[config.mk]
export PLATFORM = sky130hd
export DESIGN_NAME = data_mem_initiator
export DESIGN_NICKNAME = d
export VERILOG_FILES = /design/src/rtl/cpu_mem_pkg.sv /design/src/rtl/data_mem_initiator.sv
export SDC_FILE = /design/constraint.sdc
export NUM_CORES = 1
export LEC_CHECK = 0
export CAP_MARGIN = 40
export CORE_MARGIN = 2
export CORE_UTILIZATION = 46
export DETAILED_ROUTE_END_ITERATION = 8
export PLACE_DENSITY = 0.77
export RECOVER_POWER = 50
export SYNTH_ARGS = -nofsm -noshare
export SYNTH_HDL_FRONTEND = slang
export SYNTH_SLANG_ARGS = --single-unit
[constraint.sdc]
create_clock -name Clock -period 3.8 [get_ports Clock]
set_input_delay 0.57 -clock Clock [delete_from_list [all_inputs] [get_ports Clock]]
set_output_delay 0.57 -clock Clock [all_outputs]
set_load 0.005 [all_outputs]
[src/rtl/cpu_mem_pkg.sv]
// Shared CPU <-> data memory definitions: FSM states, word geometry and request payload.
package cpu_mem_pkg;

  localparam int unsigned WORD_BYTES = 3;
  localparam int unsigned WORD_W     = 24;
  localparam int unsigned BYTE_W     = 8;
  localparam int unsigned CNT_W      = 2;

  typedef enum logic [2:0] {
    IDLE,
    CHECK,
    ACCESS,
    DRAIN,
    RESP
  } state_e;

  typedef struct packed {
    logic              write;
    logic [WORD_W-1:0] addr;
    logic [WORD_W-1:0] wdata;
  } mem_req_t;

  // Byte lane of a word, index 0 is the most significant byte (big-endian).
  function automatic logic [BYTE_W-1:0] word_byte(input logic [WORD_W-1:0] w,
                                                  input logic [CNT_W-1:0]  idx);
    logic [BYTE_W-1:0] b;
    case (idx)
      2'd0:    b = w[23:16];
      2'd1:    b = w[15:8];
      default: b = w[7:0];
    endcase
    return b;
  endfunction

endpackage

[src/rtl/data_mem_initiator.sv]
// Load/store initiator: splits one 24-bit request into three big-endian byte
// accesses to a synchronous-read byte memory and returns a held response.
module data_mem_initiator
  import cpu_mem_pkg::*;
#(
  parameter  int unsigned MEM_BYTES  = 128,
  parameter  int unsigned RESV_BYTES = 10,
  localparam int unsigned MA_W       = $clog2(MEM_BYTES)
) (
  input  logic              Clock,
  input  logic              ResetN,
  input  logic              ReqValid,
  output logic              ReqReady,
  input  logic              ReqWrite,
  input  logic [WORD_W-1:0] ReqAddr,
  input  logic [WORD_W-1:0] ReqWData,
  output logic              RspValid,
  input  logic              RspReady,
  output logic [WORD_W-1:0] RspData,
  output logic              RspError,
  output logic [MA_W-1:0]   MemAddr,
  output logic              MemRead,
  output logic              MemWrite,
  output logic [BYTE_W-1:0] MemWData,
  input  logic [BYTE_W-1:0] MemRData
);

  localparam int unsigned SH_W = (WORD_BYTES - 1) * BYTE_W;
  localparam logic [CNT_W-1:0] LAST_CNT = CNT_W'(WORD_BYTES - 1);

  state_e            state_q, state_d;
  logic [CNT_W-1:0]  cnt_q, cnt_d;
  mem_req_t          req_q, req_d;
  logic [SH_W-1:0]   shreg_q, shreg_d;

  logic              req_ready_q, req_ready_d;
  logic              rsp_valid_q, rsp_valid_d;
  logic [WORD_W-1:0] rsp_data_q, rsp_data_d;
  logic              rsp_error_q, rsp_error_d;
  logic [MA_W-1:0]   mem_addr_q, mem_addr_d;
  logic              mem_read_q, mem_read_d;
  logic              mem_write_q, mem_write_d;
  logic [BYTE_W-1:0] mem_wdata_q, mem_wdata_d;

  logic              out_of_range_c;
  logic              reserved_c;

  // Widened by one bit so addresses near 2^24 cannot wrap into range.
  assign out_of_range_c = ({1'b0, req_q.addr} + 25'd2) > 25'(MEM_BYTES - 1);
  assign reserved_c     = req_q.write && (req_q.addr < WORD_W'(RESV_BYTES));

  // Next-state, datapath and next-output logic.
  always_comb begin
    state_d     = state_q;
    cnt_d       = cnt_q;
    req_d       = req_q;
    shreg_d     = shreg_q;
    rsp_data_d  = rsp_data_q;
    rsp_error_d = rsp_error_q;

    case (state_q)
      IDLE: begin
        if (ReqValid && req_ready_q) begin
          req_d   = '{write: ReqWrite, addr: ReqAddr, wdata: ReqWData};
          state_d = CHECK;
        end
      end
      CHECK: begin
        if (out_of_range_c || reserved_c) begin
          state_d     = RESP;
          rsp_error_d = 1'b1;
          rsp_data_d  = '0;
        end else begin
          state_d = ACCESS;
          cnt_d   = '0;
        end
      end
      ACCESS: begin
        // Read data lags its strobe by one cycle, so byte n lands while counter is n+1.
        if (!req_q.write && (cnt_q != '0)) begin
          shreg_d = {shreg_q[SH_W-BYTE_W-1:0], MemRData};
        end
        if (cnt_q == LAST_CNT) begin
          state_d     = req_q.write ? RESP : DRAIN;
          rsp_error_d = 1'b0;
          rsp_data_d  = '0;
        end else begin
          cnt_d = CNT_W'(cnt_q + 2'd1);
        end
      end
      DRAIN: begin
        state_d    = RESP;
        rsp_data_d = {shreg_q, MemRData};
      end
      RESP: begin
        if (rsp_valid_q && RspReady) begin
          state_d     = IDLE;
          rsp_error_d = 1'b0;
          rsp_data_d  = '0;
        end
      end
      default: begin
        state_d = IDLE;
      end
    endcase

    req_ready_d = (state_d == IDLE);
    rsp_valid_d = (state_d == RESP);
    mem_read_d  = (state_d == ACCESS) && !req_d.write;
    mem_write_d = (state_d == ACCESS) && req_d.write;
    mem_addr_d  = '0;
    mem_wdata_d = '0;
    if (state_d == ACCESS) begin
      mem_addr_d = MA_W'(req_d.addr + WORD_W'(cnt_d));
      if (req_d.write) begin
        mem_wdata_d = word_byte(req_d.wdata, cnt_d);
      end
    end
  end

  // State and registered outputs.
  always_ff @(posedge Clock or negedge ResetN) begin
    if (!ResetN) begin
      state_q     <= IDLE;
      cnt_q       <= '0;
      req_q       <= '0;
      shreg_q     <= '0;
      req_ready_q <= 1'b0;
      rsp_valid_q <= 1'b0;
      rsp_data_q  <= '0;
      rsp_error_q <= 1'b0;
      mem_addr_q  <= '0;
      mem_read_q  <= 1'b0;
      mem_write_q <= 1'b0;
      mem_wdata_q <= '0;
    end else begin
      state_q     <= state_d;
      cnt_q       <= cnt_d;
      req_q       <= req_d;
      shreg_q     <= shreg_d;
      req_ready_q <= req_ready_d;
      rsp_valid_q <= rsp_valid_d;
      rsp_data_q  <= rsp_data_d;
      rsp_error_q <= rsp_error_d;
      mem_addr_q  <= mem_addr_d;
      mem_read_q  <= mem_read_d;
      mem_write_q <= mem_write_d;
      mem_wdata_q <= mem_wdata_d;
    end
  end

  assign ReqReady = req_ready_q;
  assign RspValid = rsp_valid_q;
  assign RspData  = rsp_data_q;
  assign RspError = rsp_error_q;
  assign MemAddr  = mem_addr_q;
  assign MemRead  = mem_read_q;
  assign MemWrite = mem_write_q;
  assign MemWData = mem_wdata_q;

endmodule

==> metrics <==
run status=finished with violations; failing checks=max-capacitance violations, max-slew violations; leakage=a little over 0.003 uW; Root Buffer=clkbuf_8; RR Endpoint=MemAddr[5]; share of post-route cells with drive strength above 1=0.2017; WL/cell=between 15 and 20 um; Synth warnings=0; Port Buffers=~100; sequential share of the synthesized area=0.5514; DR pass1 iterations=5; Area Overhead vs Synth=38.23%; fmax=0.2803 GHz; Vias/cell=5.596; largest net degree at the start of global routing=between 60 and 70; wire length of the first global-routing pass=20.11 mm; cell taking the most area after synthesis=dfrtp_1; Post-synth EDFFs=0; via count=just over 4000; I/O Pins=about 110; Peak supply drop=349.8 uV; GP Congestion=~0.90; CTS Sinks=114; RSZ-0062 raised after global routing=no; nets@finish=around 650; Die Y=between 100 and 150 um; Final Power=around 4800 uW; Starting Density=0.4752; r2r startpoint=req_q[27]; Max Cap Viol=2; worst setup path startpoint=req_q[27]; Post-Syn Instances=about 440; n_diodes=0; Worst-Margin Slew=2.534 ns; critical path depth in cells=14; total die area=~12000 um2; Yosys cell types=49; CP cell instances=nand4_4 > or4_4 > nor4b_2 > o21ai_1 > or4_4 > or3_4 > nand2b_4 > inv_1 > ha_1 > a21oi_1 > nor2_1 > and3_1 > xnor2_1 > nor2_1; syn_area_per_cell=11.68 um2; Chip Width=110.1 um; Synth Cell Area=5174 um2; Setup crit end=MemAddr[5]; Final period util=0.9388; syn nets=slightly above 500; Sum Neg Setup Slack=0 ns; Tot GR Track Use=0.2201; ys async rst share=1.000; element type at the critical path end=flip-flop; number of synthesized register bits=roughly 110; final slew viol count=between 80 and 90; Final Hold Fails=0; synth top area cells=dfrtp_1 55%, mux2_2 9.6%, a22o_1 4.4%; Min-Delay Path Class=flip-flop to flip-flop; ANT nets after route=0; cts bufs inserted=17; Clock Latency Late Sink=0.52 ns; fillers=approximately 820; # setup viols final=0; worst setup path category=flip-flop to flip-flop; R2R setup slack=0.23 ns; crit path time final=around 3.6 ns; global route overflow=0; critical path arrival=3.96 ns; Slew headroom=-0.6894; Final Skew=roughly 0.011 ns; antenna violations before repair=0; clk slew on worst S/H paths=around 0.060 ns; Placement Rows=38; CTS max path bufs=2; post-DP HPWL=around 8.5 mm; worst path bufs/invs=1; Crit path required time=around 4.2 ns; power per cell area=approximately 670 nW/um2; Primary FF master, synth=dfrtp_1; Yosys top cell area share=0.5514; final wirelength=approximately 13 mm; Worst Reg-to-Reg Cells=14; CP top delay family=simple AND/OR/NAND/NOR gates; crit path max fanout=8; vias in the first global route=between 4000 and 5000; startpoint types=flip-flop; CTS tree=yes; DR iter-0 viols=221; CP max-delay cell=or4_4; slowest stage delay, CP=about 0.58 ns; residual DRC count=0; core area=around 11000 um2; H-tree levels=4
worst min-delay path by stage:
stage                startpoint     endpoint  slack (ns)  cells after the start
floorplan                ResetN   MemAddr[0]        0.27                      0
global placement       req_q[1]     req_q[1]        0.46                      2
detailed placement     req_q[1]     req_q[1]        0.47                      2
CTS                      ResetN    req_q[43]        0.07                      1
global route        shreg_q[11]  RspData[19]        0.51                      1
finish                 req_q[1]     req_q[1]        0.48                      2
metrics by stage:
| step | std cells | hold slack [ns] | util | setup slack [ns] | instance area (um2) |
|---|---|---|---|---|---|
| 2_1_floorplan | 443 | 0.2744 | - | 0.1258 | 5174 |
| 3_3_place_gp | 687 | 0.4612 | 0.5938 | 0.1834 | 6465 |
| 3_5_place_dp | 688 | 0.4691 | 0.5945 | 0.05070 | 6472 |
| 4_1_cts | 720 | 0.07005 | 0.6501 | 0.01831 | 7078 |
| 5_1_grt | 730 | 0.5051 | 0.6569 | 0.05628 | 7152 |
| 6_report | 730 | 0.4835 | 0.6569 | 0.2325 | 7152 |
repair_timing:
item | 4_1_cts | 5_1_grt
setup endpoints to repair | 0 | 3
setup buffers | 0 | 10
resized for setup | 0 | 13
hold buffers | 0 | 0
sequential cells by signal, summed over array words and instances, names as in the netlist:
| signal | flops |
|---|---|
| state_q | 3 |
| RspError | 1 |
| MemWrite | 1 |
| ReqReady | 1 |
| cnt_q | 2 |
| RspValid | 1 |
| MemRead | 1 |
| req_q | 49 |
| shreg_q | 16 |
| MemWData | 8 |
| RspData | 24 |
| MemAddr | 7 |
layout by cell type, fill, tap and decap left out, types with 4 or more instances in the layout:
cell type          n
a21oi_1           11
mux2_2            41
nor4_1             8
mux2i_1           19
xnor2_1            7
o22ai_1            8
dfrtp_1          105
dfrtp_2            9
nand3_1           15
a22o_1            26
nor2_1            36
ha_1               6
nor3_1             7
clkbuf_1           4
inv_6              5
clkdlybuf4s50_1  103
inv_1             30
and3_1             4
o21ai_0           14
nand2_1           15
a32oi_1            8
nand4_1            6
clkbuf_16         16
buf_4             26
kinds of logic (layout without fill, tap and decap cells):
| group | after synthesis | in the layout | synth area share |
|---|---|---|---|
| flops | 114 | 114 | 0.5514 |
| compound gates | 88 | 88 | 0.1233 |
| buf+inv | 48 | 195 | 0.03676 |
| xor+xnor | 10 | 10 | 0.01693 |
| simple gates | 112 | 112 | 0.1183 |
| fa+ha+maj | 8 | 8 | 0.02080 |
| mux | 63 | 63 | 0.1325 |
power breakdown:
group          switching, uW  internal, uW  leakage [uW]  total (uW)
logic                    687           672       0.00137        1360
registers                282          1520       0.00145        1800
clock network            588          1030      0.000286        1620
total                   1560          3220       0.00311        4780
cells in the mapped netlist, types with 2 or more instances:
cell,count
nor3_1,8
nand4_1,6
nor4_1,8
nor3b_1,3
o21bai_1,3
or3_1,3
o22ai_1,8
nand3_1,15
xnor2_1,7
nand2_1,15
nor2_1,36
ha_1,7
mux2_2,44
nand2b_1,3
and4_1,2
o21ai_0,14
dfrtp_1,114
a21o_1,2
xor2_1,3
buf_2,2
inv_1,30
clkbuf_1,15
o21ai_1,2
a32oi_1,8
a21oi_1,12
a22o_1,26
and3_1,4
or4_4,2
mux2i_1,19
nand4_4,2
o2111ai_1,2
worst reg2reg max path, stage by stage, from the launching register on:
cell and delay (ns):
dfrtp_2 0.44, nand4_4 0.17, or4_4 0.58, nor4b_2 0.27, o21ai_1 0.09, or4_4 0.44, or3_4 0.38, nand2b_4 0.09
inv_1 0.06, ha_1 0.28, a21oi_1 0.16, nor2_1 0.08, and3_1 0.21, xnor2_1 0.14, nor2_1 0.06
cell type report:
cell class | count | area (um2) | area share
inverters | 30 | 112.6 | 0.01575
clock inverters | 13 | 173.9 | 0.02432
repair buffers | 133 | 1245 | 0.1741
clock buffers | 19 | 431.7 | 0.06036
well taps | 140 | 175.2 | 0.02449
flip-flops and latches | 114 | 2864 | 0.4005
multi-input cells | 281 | 2150 | 0.3006
layer usage:
metal	up-vias	global-route usage	wire (um)
met5	-	0	0
met4	0	0.09132	196
met3	21	0.05291	689
met2	162	0.3405	6147
met1	2022	0.2982	5578
li1	1880	-	-
Power figures use the tool's default switching activity.
